===== src/rtl/target_generator.sv =====
// Game-session sequencer: presents pseudo-random one-hot targets with a shrinking
// hit window, retires them on hit or timeout, and counts down the session clock.
module target_generator #(
  parameter int unsigned N_SW        = 18,
  parameter int unsigned CLK_HZ      = 50_000_000,
  parameter int unsigned GAME_SEC    = 30,
  parameter int unsigned WIN_MS_INIT = 1500,
  parameter int unsigned WIN_MS_MIN  = 400,
  parameter int unsigned WIN_MS_STEP = 100,
  parameter logic [15:0] LFSR_SEED   = 16'hACE1
) (
  input  logic            clk,
  input  logic            rst_n,
  input  logic            start,
  input  logic            target_hit,
  output logic [N_SW-1:0] curr_target,
  output logic            game_over,
  output logic [7:0]      time_left,
  output logic            target_timeout,
  output logic            new_target,
  output logic [15:0]     win_ms
);

  localparam int unsigned TICK_CYC = CLK_HZ / 1000;
  localparam int unsigned DIV_W    = (TICK_CYC > 1) ? $clog2(TICK_CYC) : 1;
  localparam logic [DIV_W-1:0] DIV_LAST = DIV_W'(TICK_CYC - 1);
  localparam logic [5:0]  IDX_NONE = 6'(N_SW);
  localparam logic [15:0] WIN_INIT = 16'(WIN_MS_INIT);
  localparam logic [15:0] WIN_MIN  = 16'(WIN_MS_MIN);
  localparam logic [15:0] WIN_STEP = 16'(WIN_MS_STEP);

  typedef enum logic [1:0] {StIdle, StPick, StActive, StOver} state_e;

  state_e            state_q, state_d;
  logic [15:0]       lfsr_q, lfsr_d;
  logic [5:0]        prev_idx_q, prev_idx_d;
  logic [DIV_W-1:0]  div_q, div_d;
  logic [9:0]        ms_cnt_q, ms_cnt_d;
  logic [15:0]       win_cnt_q, win_cnt_d;
  logic [N_SW-1:0]   curr_target_q, curr_target_d;
  logic              game_over_q, game_over_d;
  logic [7:0]        time_left_q, time_left_d;
  logic              target_timeout_q, target_timeout_d;
  logic              new_target_q, new_target_d;
  logic [15:0]       win_ms_q, win_ms_d;

  logic        ms_tick;
  logic        sec_done;
  logic        sess_end;
  logic        win_expire;
  logic [5:0]  cand_idx;
  logic        cand_ok;
  logic [15:0] win_dec;
  logic [15:0] lfsr_next;

  assign ms_tick    = (div_q == DIV_LAST);
  assign sec_done   = ms_tick && (ms_cnt_q == 10'd999);
  assign sess_end   = sec_done && (time_left_q == 8'd1);
  assign win_expire = ms_tick && (win_cnt_q == win_ms_q - 16'd1);
  assign cand_idx   = {1'b0, lfsr_q[4:0]};
  assign cand_ok    = (cand_idx < IDX_NONE) && (cand_idx != prev_idx_q);
  assign win_dec    = (win_ms_q >= WIN_MIN + WIN_STEP) ? win_ms_q - WIN_STEP : WIN_MIN;
  // Right-shifting Galois form of x^16+x^14+x^13+x^11; a nonzero seed never reaches zero.
  assign lfsr_next  = {1'b0, lfsr_q[15:1]} ^ (lfsr_q[0] ? 16'hB400 : 16'h0000);

  always_comb begin
    state_d          = state_q;
    lfsr_d           = lfsr_next;
    prev_idx_d       = prev_idx_q;
    div_d            = ms_tick ? '0 : div_q + DIV_W'(1);
    ms_cnt_d         = ms_cnt_q;
    win_cnt_d        = win_cnt_q;
    curr_target_d    = curr_target_q;
    game_over_d      = game_over_q;
    time_left_d      = time_left_q;
    target_timeout_d = 1'b0;
    new_target_d     = 1'b0;
    win_ms_d         = win_ms_q;

    // Session clock runs only while a game is in progress.
    if ((state_q == StPick || state_q == StActive) && ms_tick) begin
      ms_cnt_d = sec_done ? 10'd0 : ms_cnt_q + 10'd1;
      if (sec_done) begin
        time_left_d = time_left_q - 8'd1;
      end
    end

    unique case (state_q)
      StIdle, StOver: begin
        if (start) begin
          state_d       = StPick;
          time_left_d   = 8'(GAME_SEC);
          win_ms_d      = WIN_INIT;
          div_d         = '0;
          ms_cnt_d      = '0;
          prev_idx_d    = IDX_NONE;
          game_over_d   = 1'b0;
          curr_target_d = '0;
        end
      end
      StPick: begin
        if (sess_end) begin
          state_d     = StOver;
          game_over_d = 1'b1;
        end else if (cand_ok) begin
          state_d       = StActive;
          curr_target_d = N_SW'(1) << cand_idx[4:0];
          prev_idx_d    = cand_idx;
          win_cnt_d     = '0;
          new_target_d  = 1'b1;
        end
      end
      StActive: begin
        if (ms_tick) begin
          win_cnt_d = win_cnt_q + 16'd1;
        end
        // Expiry beats hit beats window timeout.
        if (sess_end) begin
          state_d       = StOver;
          game_over_d   = 1'b1;
          curr_target_d = '0;
        end else if (target_hit) begin
          state_d       = StPick;
          win_ms_d      = win_dec;
          curr_target_d = '0;
        end else if (win_expire) begin
          state_d          = StPick;
          target_timeout_d = 1'b1;
          curr_target_d    = '0;
        end
      end
      default: state_d = StIdle;
    endcase
  end

  always_ff @(posedge clk or negedge rst_n) begin
    if (!rst_n) begin
      state_q          <= StIdle;
      lfsr_q           <= LFSR_SEED;
      prev_idx_q       <= '0;
      div_q            <= '0;
      ms_cnt_q         <= '0;
      win_cnt_q        <= '0;
      curr_target_q    <= '0;
      game_over_q      <= 1'b1;
      time_left_q      <= 8'(GAME_SEC);
      target_timeout_q <= 1'b0;
      new_target_q     <= 1'b0;
      win_ms_q         <= WIN_INIT;
    end else begin
      state_q          <= state_d;
      lfsr_q           <= lfsr_d;
      prev_idx_q       <= prev_idx_d;
      div_q            <= div_d;
      ms_cnt_q         <= ms_cnt_d;
      win_cnt_q        <= win_cnt_d;
      curr_target_q    <= curr_target_d;
      game_over_q      <= game_over_d;
      time_left_q      <= time_left_d;
      target_timeout_q <= target_timeout_d;
      new_target_q     <= new_target_d;
      win_ms_q         <= win_ms_d;
    end
  end

  assign curr_target    = curr_target_q;
  assign game_over      = game_over_q;
  assign time_left      = time_left_q;
  assign target_timeout = target_timeout_q;
  assign new_target     = new_target_q;
  assign win_ms         = win_ms_q;

endmodule

===== config.mk =====
export PLATFORM = sky130hd
export DESIGN_NAME = target_generator
export DESIGN_NICKNAME = d
export VERILOG_FILES = /design/src/rtl/target_generator.sv
export SDC_FILE = /design/constraint.sdc
export NUM_CORES = 1
export LEC_CHECK = 0
export BUFFER_PORTS_ARGS = -buffer_cell sky130_fd_sc_hd__buf_2
export CAP_MARGIN = 20
export CORE_MARGIN = 2
export CORE_UTILIZATION = 30
export CTS_BUF_LIST = sky130_fd_sc_hd__clkbuf_2
export DETAILED_ROUTE_END_ITERATION = 8
export HOLD_SLACK_MARGIN = 0.03
export PLACE_DENSITY_LB_ADDON = 0.25
export SLEW_MARGIN = 20
export SYNTH_ARGS = -nofsm -noshare
export SYNTH_HDL_FRONTEND = slang
export SYNTH_SLANG_ARGS = --single-unit

===== constraint.sdc =====
create_clock -name clk -period 7.05 [get_ports clk]
set_input_delay 1.7625 -clock clk [delete_from_list [all_inputs] [get_ports clk]]
set_output_delay 1.7625 -clock clk [all_outputs]
set_load 0.02 [all_outputs]

==> results.md <==
- The flow ran to the end, and the final reports show no timing, DRC or antenna violations.
- In the final routed layout, each cell accounts on average for 15.05 um.
- The vias per cell is 5.019.
- The clock period minus worst slack is 3370 ps.
- The kind of path behind the tightest hold check is flop to flop.
- At the pin with the least slew margin, the transition time is 849.7 ps.
- The final net count is 626.
- Detailed placement finished with a half-perimeter wire length of 9201 um.
- For this configuration, the core starts out at a cell density of 0.3044.
- For this run, the leading register cell type out of synthesis is sky130_fd_sc_hd__dfrtp_1.
- The endpoint arrival time on the critical path is 3910 ps.
- For the worst-skew pair, the clock arrives at the later sink with an insertion delay of 630 ps.
- The number of fill cells is 1944.
- The clock network power share is 0.158.
- Setup repair after global routing left no endpoint under its margin.
- The origin of the worst min-delay path is lfsr_q[6].
- Among cell families on the critical path, the largest total delay comes from compound AO/OA/AOI/OAI gates.
- The layout-stage area growth over the synthesis result is 9.526%.
- In the layout the commonest cells are sky130_fd_sc_hd__dfrtp_1, sky130_fd_sc_hd__nor2_1, sky130_fd_sc_hd__nand2_1.
- The static leakage is 0.002756 uW.
- Derived from the worst setup path, the maximum achievable clock frequency is 296.7 MHz.
- The count of hold-fix buffers inserted at cts is 0.
- The number of antenna violations at the first check in global routing is 0.
- The number of rows in the core area is 50.
- The area of the core region is 0.01864 mm2.
- Leaving out fill and tap cells, the most frequent cell in the layout is sky130_fd_sc_hd__dfrtp_1.
- The first global-routing pass estimated 21650 um of wire.
- Setup violations remaining at the end of the flow were counted as 0.
- The average footprint of a synthesized cell is 9.885 um2.
- Gates resized during post-CTS repair numbered 0.
- The number of cell instances on the worst register-to-register path is 9.
- The detailed router placed 4271 vias in this run.
- Synthesis handed over a netlist of 574 instances.
- The number of antenna diodes in the final layout is 0.
- For flop-to-flop paths, the worst setup slack is 3680 ps.
- The worst setup path is captured at a flop.
- The root buffer cell is sky130_fd_sc_hd__clkbuf_2.
- Summing all multi-input logic gate instances after layout gives 0.002788 mm2.
- The switching power is 676.4 uW.
- The ratio of final minimum period to clock period is 0.4781.
- The maximum number of pins on one net before global-route repair is 66.
- TritonCTS created 9 clock buffers.
- The highest-delay cell along the critical path is sky130_fd_sc_hd__dfstp_2.
- The number of synthesized flops with an enable pin is 0.
- Across the run, the number of max-cap violations was 0.
- The highest ir drop seen on vdd is 0.0001161 V.
- Summed over all failing endpoints, the final setup total negative slack is 0 ps.
- In this run the critical register-to-register path is captured at curr_target[5].
- The congestion estimate from routability-driven global placement came to 0.8494.
- The warning count from the yosys run is 0.
- The antenna violation net count after detailed routing is 0.
- The vertical die dimension is 141.5 um.
- The count of buffers from port buffering is 46.
- The maximum fanout along the worst path is 18.
- The total overflow left after global routing is 0.
- Of the total power, combinational logic draws 0.373.
- The portion of the post-synthesis area used by sequential elements is 0.4807.
- For this run, the slowest stage of the critical path takes 650 ps.
- The normalized max-slew margin is 0.4336.
- The number of instances on the worst hold path is 0.
- The initial DRC count is 185.
- The remaining design rule violation count is 0.
- After synthesis, the share of flip-flops with an asynchronous set or reset is 1.000.
- The synthesized netlist occupies a cell area of 0.005674 mm2.
- Of the cells placed in the final design, the portion with a size suffix greater than 1 is 0.1815.
- The CTS H-tree depth is 3.
- Measured along the x axis, the die boundary spans 141.5 um.
- The relative contribution of sequential cells to total power is 0.469.
- Counting flops and latches in the post-synthesis netlist gives 108.
- The number of global-route vias before repair was 4133.
- The length of the first detailed-routing pass in iterations is 4.
- The number of slew-limit violations in the final report came to 0.
- The setup fix buffers added after clock tree synthesis is 0.
- The worst setup path is launched from a flop.
- No sink is reached through more buffers than the 2 on the longest clock path.
- In the post-route analysis, the smallest setup slack over all paths is 3680 ps.
- OpenSTA, run right after detailed placement, puts the worst setup slack at 3620 ps.
- Clock skew on the completed layout was measured at 47.68 ps.
- The total number of clock tree sinks is 108.
- The die covers 0.02003 mm2.
- For the worst setup path, the data required time is 7590 ps.
- The total power divided by cell area is 258.3 mW/mm2.
- Across every metal layer, demand over resource in global routing totals 0.1352.
- The unique cell type count in the Yosys netlist is 65.
- The number of ports placed on the die boundary is 49.
- Of the total power, the share spent switching nets is 0.4213.
- The startpoint identified for the worst register-to-register timing path is win_ms[2].
- The number of buffers and inverters on the critical path is 1.
- Cell internal power was estimated by the tool at 929.1 uW.
- The clock tree from TritonCTS is done.
- The signal on the critical path passes through inv_1, ha_1, and2b_1, and4b_1, and3b_1, o31ai_1, a2111oi_4, o21ai_4, mux2_2.
- After clock tree synthesis, the clock-pin slew on the worst setup and hold paths is 280 ps.
- After detailed routing, the total wire length is 12810 um.
- The worst-case hold path end point is lfsr_q[5].
- The final hold violation count is 0.
- Registers take 0.002728 mm2.
- The category of the critical setup timing path is flop to flop.
cell usage after synthesis (all sizes together), types with 4 or more instances:
cell type,count,share of area
dfrtp,88,0.39
nor2,71,0.047
nand2,46,0.030
xor2,35,0.054
xnor2,30,0.046
nor3,27,0.024
o21ai,27,0.026
a21oi,23,0.021
dfstp,20,0.093
nand3,20,0.018
clkbuf,18,0.012
mux2,18,0.042
inv,17,0.011
nor4,11,0.012
ha,10,0.022
and3,9,0.0099
or2,7,0.0077
or3,7,0.0077
nand2b,6,0.0066
nor4b,6,0.0093
and4,5,0.0077
buf,5,0.0062
nand4,5,0.0055
nor3b,4,0.0053
or4,4,0.0053
worst reg2reg max path: stages (launching register included):
cell	delay (ps)
sky130_fd_sc_hd__dfstp_2	650
sky130_fd_sc_hd__inv_1	80
sky130_fd_sc_hd__ha_1	270
sky130_fd_sc_hd__and2b_1	230
sky130_fd_sc_hd__and4b_1	260
sky130_fd_sc_hd__and3b_1	200
sky130_fd_sc_hd__o31ai_1	410
sky130_fd_sc_hd__a2111oi_4	180
sky130_fd_sc_hd__o21ai_4	600
sky130_fd_sc_hd__mux2_2	430
registers in the layout, summed over array words and instances, names as in the netlist, 5 cells and up:
signal       flops
win_ms          14
prev_idx_q       5
time_left        8
div_q           16
ms_cnt_q        10
win_cnt_q       16
curr_target     18
lfsr_q          16
final cells by class:
class	count	share of cell area
tap	234	0.04711
multi-input combinational	427	0.4486
inverter	17	0.01027
timing repair buffer	49	0.04107
sequential	108	0.4389
clock inverter	7	0.006845
clock buffer	9	0.007248
logic make-up after synthesis:
group	Yosys count	share of synthesized area
AOI/OAI and AO/OA	84	0.09989
xor gates and xnor gates	65	0.1003
DFF	108	0.4807
adders and majority gates	10	0.02205
and+or+nand+nor	246	0.2212
muxes	20	0.04587
buffers and inverters	40	0.02932
other	1	0.0006609
per-stage QoR:
stage	cells	util	hold WS (ps)	cell area [um2]	total power, uW
2_1_floorplan	575	-	331.2	5678	1198
6_report	851	0.3334	348.2	6215	1605
4_1_cts	851	0.3332	358.7	6211	1633
3_5_place_dp	835	0.3285	339.4	6123	1367
3_3_place_gp	835	0.3285	336.3	6123	1352
5_1_grt	851	0.3334	370.8	6215	1736
how the worst max path moves through the flow:
stage	from	end	slack, ps	cells after the start
after floorplan	start	win_ms[14]	3960	7
after CTS	win_ms[7]	win_ms[7]	3640	1
after global placement	start	win_ms[11]	3630	7
after detailed placement	start	curr_target[15]	3620	5
final	win_ms[2]	curr_target[5]	3680	9
after global routing	win_ms[2]	curr_target[5]	3470	9
metal layers:
metal / vias up / global-route usage / share of wire
met5: - / 0 / 0
met4: 0 / 0.02895 / 0.0084
met3: 6 / 0.03510 / 0.037
met2: 79 / 0.2164 / 0.47
met1: 2120 / 0.1854 / 0.48
li1: 2066 / - / -
power by group through the flow:
stage / Combinational, uW / Clock, uW / Sequential, uW
2_1_floorplan: 434 / 0 / 764
5_1_grt: 666 / 301 / 769
3_5_place_dp: 603 / 0 / 764
4_1_cts: 606 / 273 / 754
6_report: 599 / 253 / 753
3_3_place_gp: 591 / 0 / 761
Note: power is estimated with default switching activity, not from simulation.
